--- config.mk ---
export PLATFORM = sky130hd
export DESIGN_NAME = pipeline_full_subtractor
export DESIGN_NICKNAME = d
export VERILOG_FILES = /design/src/rtl/pipeline_full_subtractor_pkg.sv /design/src/rtl/pipeline_full_subtractor_fs2.sv /design/src/rtl/pipeline_full_subtractor.sv
export SDC_FILE = /design/constraint.sdc
export NUM_CORES = 1
export LEC_CHECK = 0
export ABC_CLOCK_PERIOD_IN_PS = 2100
export CORE_UTILIZATION = 45
export CTS_CLUSTER_DIAMETER = 120
export DETAILED_ROUTE_END_ITERATION = 12
export PLACE_DENSITY = 0.81
export SYNTH_ARGS = -nofsm -noshare
export SYNTH_HDL_FRONTEND = slang
export SYNTH_SLANG_ARGS = --single-unit
--- constraint.sdc ---
create_clock -name clk -period 2.1 [get_ports clk]
set_input_delay 0.42 -clock clk [delete_from_list [all_inputs] [get_ports clk]]
set_output_delay 0.42 -clock clk [all_outputs]
set_load 0.03 [all_outputs]
--- src/rtl/pipeline_full_subtractor_pkg.sv ---
// Shared constants and types for the 2-bit-sliced pipelined arithmetic blocks.
// Holds nothing subtractor-specific, so a sliced adder can import it unchanged.
package pipeline_full_subtractor_pkg;

  localparam int unsigned WIDTH  = 4;
  localparam int unsigned SLICE  = 2;
  localparam int unsigned STAGES = 3;

  typedef logic [WIDTH-1:0] word_t;
  typedef logic [SLICE-1:0] slice_t;

endpackage

--- src/rtl/pipeline_full_subtractor_fs2.sv ---
// Combinational 2-bit ripple-borrow subtractor slice: d = x - y - bi, bo = borrow out.
module full_subtractor_2bit
  import pipeline_full_subtractor_pkg::*;
(
  input  logic [SLICE-1:0] x,
  input  logic [SLICE-1:0] y,
  input  logic             bi,
  output logic [SLICE-1:0] d,
  output logic             bo
);

  logic [SLICE:0] br;

  // Ripple the borrow from bit 0 upward through the slice.
  always_comb begin
    br    = '0;
    d     = '0;
    br[0] = bi;
    for (int unsigned i = 0; i < SLICE; i++) begin
      d[i]    = x[i] ^ y[i] ^ br[i];
      br[i+1] = (~x[i] & y[i]) | (~(x[i] ^ y[i]) & br[i]);
    end
    bo = br[SLICE];
  end

endmodule

--- src/rtl/pipeline_full_subtractor.sv ---
// Three-stage valid/ready pipelined 4-bit full subtractor.
// S1 captures operands, S2 resolves the low slice, S3 resolves the high slice.
module pipeline_full_subtractor
  import pipeline_full_subtractor_pkg::*;
(
  input  logic             clk,
  input  logic             rst,
  input  logic [WIDTH-1:0] a,
  input  logic [WIDTH-1:0] b,
  input  logic             bin,
  input  logic             in_valid,
  output logic             in_ready,
  output logic [WIDTH-1:0] diff,
  output logic             bout,
  output logic             out_valid,
  input  logic             out_ready
);

  // Stage 1: raw operands
  logic   s1_v_q,   s1_v_d;
  word_t  s1_a_q,   s1_a_d;
  word_t  s1_b_q,   s1_b_d;
  logic   s1_bin_q, s1_bin_d;
  // Stage 2: low-slice result, mid borrow, high operand bits
  logic   s2_v_q,   s2_v_d;
  slice_t s2_dlo_q, s2_dlo_d;
  logic   s2_bm_q,  s2_bm_d;
  slice_t s2_ahi_q, s2_ahi_d;
  slice_t s2_bhi_q, s2_bhi_d;
  // Stage 3: final result
  logic   s3_v_q,    s3_v_d;
  word_t  s3_diff_q, s3_diff_d;
  logic   s3_bout_q, s3_bout_d;

  logic   en1, en2, en3;
  slice_t lo_d, hi_d;
  logic   lo_bo, hi_bo;

  full_subtractor_2bit u_fs_lo (
    .x  (s1_a_q[SLICE-1:0]),
    .y  (s1_b_q[SLICE-1:0]),
    .bi (s1_bin_q),
    .d  (lo_d),
    .bo (lo_bo)
  );

  full_subtractor_2bit u_fs_hi (
    .x  (s2_ahi_q),
    .y  (s2_bhi_q),
    .bi (s2_bm_q),
    .d  (hi_d),
    .bo (hi_bo)
  );

  // A stage may advance when it is empty or the stage after it advances.
  always_comb begin
    en3 = ~s3_v_q | out_ready;
    en2 = ~s2_v_q | en3;
    en1 = ~s1_v_q | en2;
  end

  // Ready is forced high in reset; the reset branch below still blocks any capture.
  assign in_ready  = en1 | ~rst;
  assign diff      = s3_diff_q;
  assign bout      = s3_bout_q;
  assign out_valid = s3_v_q;

  // Next-state: advancing stages take upstream data (zeroed when invalid), others hold.
  always_comb begin
    s1_v_d    = s1_v_q;
    s1_a_d    = s1_a_q;
    s1_b_d    = s1_b_q;
    s1_bin_d  = s1_bin_q;
    s2_v_d    = s2_v_q;
    s2_dlo_d  = s2_dlo_q;
    s2_bm_d   = s2_bm_q;
    s2_ahi_d  = s2_ahi_q;
    s2_bhi_d  = s2_bhi_q;
    s3_v_d    = s3_v_q;
    s3_diff_d = s3_diff_q;
    s3_bout_d = s3_bout_q;

    if (en1) begin
      s1_v_d   = in_valid;
      s1_a_d   = in_valid ? a   : '0;
      s1_b_d   = in_valid ? b   : '0;
      s1_bin_d = in_valid ? bin : 1'b0;
    end

    if (en2) begin
      s2_v_d   = s1_v_q;
      s2_dlo_d = s1_v_q ? lo_d                  : '0;
      s2_bm_d  = s1_v_q ? lo_bo                 : 1'b0;
      s2_ahi_d = s1_v_q ? s1_a_q[WIDTH-1:SLICE] : '0;
      s2_bhi_d = s1_v_q ? s1_b_q[WIDTH-1:SLICE] : '0;
    end

    if (en3) begin
      s3_v_d    = s2_v_q;
      s3_diff_d = s2_v_q ? {hi_d, s2_dlo_q} : '0;
      s3_bout_d = s2_v_q ? hi_bo            : 1'b0;
    end
  end

  // Pipeline registers with synchronous active-low clear.
  always_ff @(posedge clk) begin
    if (!rst) begin
      s1_v_q    <= 1'b0;
      s1_a_q    <= '0;
      s1_b_q    <= '0;
      s1_bin_q  <= 1'b0;
      s2_v_q    <= 1'b0;
      s2_dlo_q  <= '0;
      s2_bm_q   <= 1'b0;
      s2_ahi_q  <= '0;
      s2_bhi_q  <= '0;
      s3_v_q    <= 1'b0;
      s3_diff_q <= '0;
      s3_bout_q <= 1'b0;
    end else begin
      s1_v_q    <= s1_v_d;
      s1_a_q    <= s1_a_d;
      s1_b_q    <= s1_b_d;
      s1_bin_q  <= s1_bin_d;
      s2_v_q    <= s2_v_d;
      s2_dlo_q  <= s2_dlo_d;
      s2_bm_q   <= s2_bm_d;
      s2_ahi_q  <= s2_ahi_d;
      s2_bhi_q  <= s2_bhi_d;
      s3_v_q    <= s3_v_d;
      s3_diff_q <= s3_diff_d;
      s3_bout_q <= s3_bout_d;
    end
  end

endmodule
==> summary.md <==
| Metric | Value |
|---|---|
| Cells after Synth | `115` |
| Post-DP HPWL | `1210 um` |
| Initial antenna violation count | `0` |
| Pwr/cell area | `621 mW/mm^2` |
| CP Data Arrival Time | `between 1 and 1.5 ns` |
| RSZ-0062 raised after global routing | `no` |
| Final-layout fill cell count | `208` |
| Critical path type | `input port to primary output` |
| Grt ovf | `0` |
| First-pass GRT wire length | `~2900 um` |
| Period minus WS final | `1.84 ns` |
| Core area | `0.00219 mm^2` |
| Crit-path max FO | `4` |
| Post-CTS Resized | `0` |
| CTS tree | `done` |
| # setup viols final | `0` |
| Fin. Hold Viols | `0` |
| DRC Markers | `0` |
| Slew HR | `70.9%` |
| TritonRoute pass-1 iters | `4` |
| #FFs+latches synth | `24` |
| Ys flop type | `dfxtp_1` |
| Power Total | `roughly 800 uW` |
| IO Count | `20` |
| DR vias | `782` |
| Routed Antenna Nets | `0` |
| Outcome | `finished clean` |
| Post-synth EDFFs | `0` |
| Synth-to-Final Area Change | `20.6%` |
| Reg clk slew, reported paths | `roughly 0.13 ns` |
| Worst EP required | `roughly 1.7 ns` |
| Post-synth top area cell | `dfxtp_1` |
| VDD IR-drop max | `300 uV` |
| Ranking of synthesized cells by area | `dfxtp_1 46%, nand3_1 16%, fa_1 7.7%, o21ai_0 6.7%, a21boi_0 3.6%` |
| Final clock skew | `0.00790 ns` |
| Die Wd | `50.0 um` |
| Drt initial violations | `11` |
| Antenna diodes | `0` |
| Count leader, synth | `nand3_1` |
| Setup ws final | `0.260 ns` |
| WHS | `0.468 ns` |
| Transition time of the tightest slew-check pin | `0.436 ns` |
| Mapped Area | `0.00104 mm^2` |
| Cts hold-fix bufs | `0` |
| Share of cells above drive strength 1 | `6.11%` |
| Yosys warning total | `0` |
| Layout Cells excl Fill | `159` |
| Post-synth top cells | `33 x nand3_1, 24 x dfxtp_1, 14 x o21ai_0` |
| Syn Nets | `132` |
| Vias in the first global route | `682` |
| Final Max Tran Viols | `0` |
| Fraction of synthesis flops using an asynchronous set or reset pin | `0%` |
| Nets | `between 100 and 150` |
| Clock buffer depth | `2` |
| Mean Syn Cell Area | `between 9 and 10 um^2` |
| CTS Root Cell | `clkbuf_4` |
| Setup crit end kind | `primary output` |
| Worst-Skew Late Latency | `0.31 ns` |
| I/O Buffers | `19` |
| Die Area | `0.00250 mm^2` |
| Netlist cell types | `20` |
| Placed Instances | `155` |
| Max_cap viols | `0` |
| Initial Utilization | `47.4%` |
| # rows | `17` |
| Via density | `4.92` |
| Num CTS Buffers | `3` |
| Fmax | `544 MHz` |
| Post-route setup TNS | `0 ns` |
| Post-CTS setup buffers | `0` |
| Sequential area share after synthesis | `46.3%` |
| Largest net degree at the start of global routing | `23` |
| Gpl congestion | `0.748` |
| CTS sink cnt | `24` |
| Die height | `50.0 um` |
| Share of the synthesized area in the top cell type | `46.3%` |
| CP startpoint kind | `input port` |
| Pleak | `0.426 nW` |
| Total GRT Usage | `15.0%` |
| Routed len/inst | `around 10 um` |
| Hold crit path type | `register to register` |
| H-tree Lvls | `1` |
| Final period utilization | `approximately 88%` |
| Final WL | `roughly 1600 um` |
| DP Worst Slack | `0.285 ns` |
worst max-delay path, stage by stage:
cell and delay (ns):
clkdlybuf4s50_1 0.45, and4b_1 0.30, nand2_1 0.08, buf_4 0.17
where the power goes:
part | switching, mW | internal [mW] | total [mW]
logic | 0.0291 | 0.0377 | 0.0668
clock network | 0.128 | 0.106 | 0.233
registers | 0.0102 | 0.467 | 0.478
area by class of cell:
cell class | instances | area [um^2] | area share, %
well taps | 28 | 35.0 | 2.80
inverters | 6 | 22.5 | 1.80
clock buffers | 4 | 36.3 | 2.90
repair buffers | 22 | 210 | 16.8
flip-flops and latches | 24 | 480 | 38.4
multi-input cells | 75 | 468 | 37.4
cell families after synthesis:
kind of cell | share of synthesized area, %
AOI/OAI and AO/OA | 13.7
adders and majority gates | 7.71
buffers and inverters | 8.67
DFF | 46.3
and+or+nand+nor | 23.6
state kept, by name, indices dropped and copies added, names as in the netlist, 2 cells and up:
name      count
s2_dlo_q      2
s2_bhi_q      2
s1_a_q        4
diff          4
s1_b_q        4
s2_ahi_q      2
routing by layer:
metal / track usage (%) / vias up / share of wire [%]
met5: 0 / - / 0
met4: 7.14 / 0 / 0
met3: 2.78 / 0 / 4.7
met2: 25.1 / 21 / 50
met1: 18.3 / 336 / 45
li1: - / 425 / -
layout by cell type (no fill, tap or decap):
cell type,n
clkbuf_4,3
o21ai_0,14
a21boi_0,5
o21a_1,3
buf_4,4
clkdlybuf4s50_1,18
nor2b_1,1
o31ai_1,1
o21ai_1,1
inv_1,6
and3b_1,1
nand3b_1,3
nand2b_1,1
dfxtp_1,24
nand2_1,7
nand3_1,33
fa_1,4
and4b_1,1
clkbuf_8,1
worst paths after layout:
kind / endpoint / start / depth (start not counted) / slack, ns
worst max-delay path: in_ready / out_ready / 4 / 0.26
worst min-delay path: diff[0] / diff[0] / 2 / 0.47
worst max register to register: s2_dlo_q[1] / s1_a_q[0] / 6 / 0.54
worst min register to register: diff[0] / diff[0] / 2 / 0.47
metrics by stage:
step / utilization, % / area [um^2]
floorplan: - / 1040
global placement: 55.5 / 1220
detailed placement: 55.5 / 1220
CTS: 57.2 / 1250
global route: 57.2 / 1250
finish: 57.2 / 1250
Note: power is estimated with default switching activity, not from simulation.
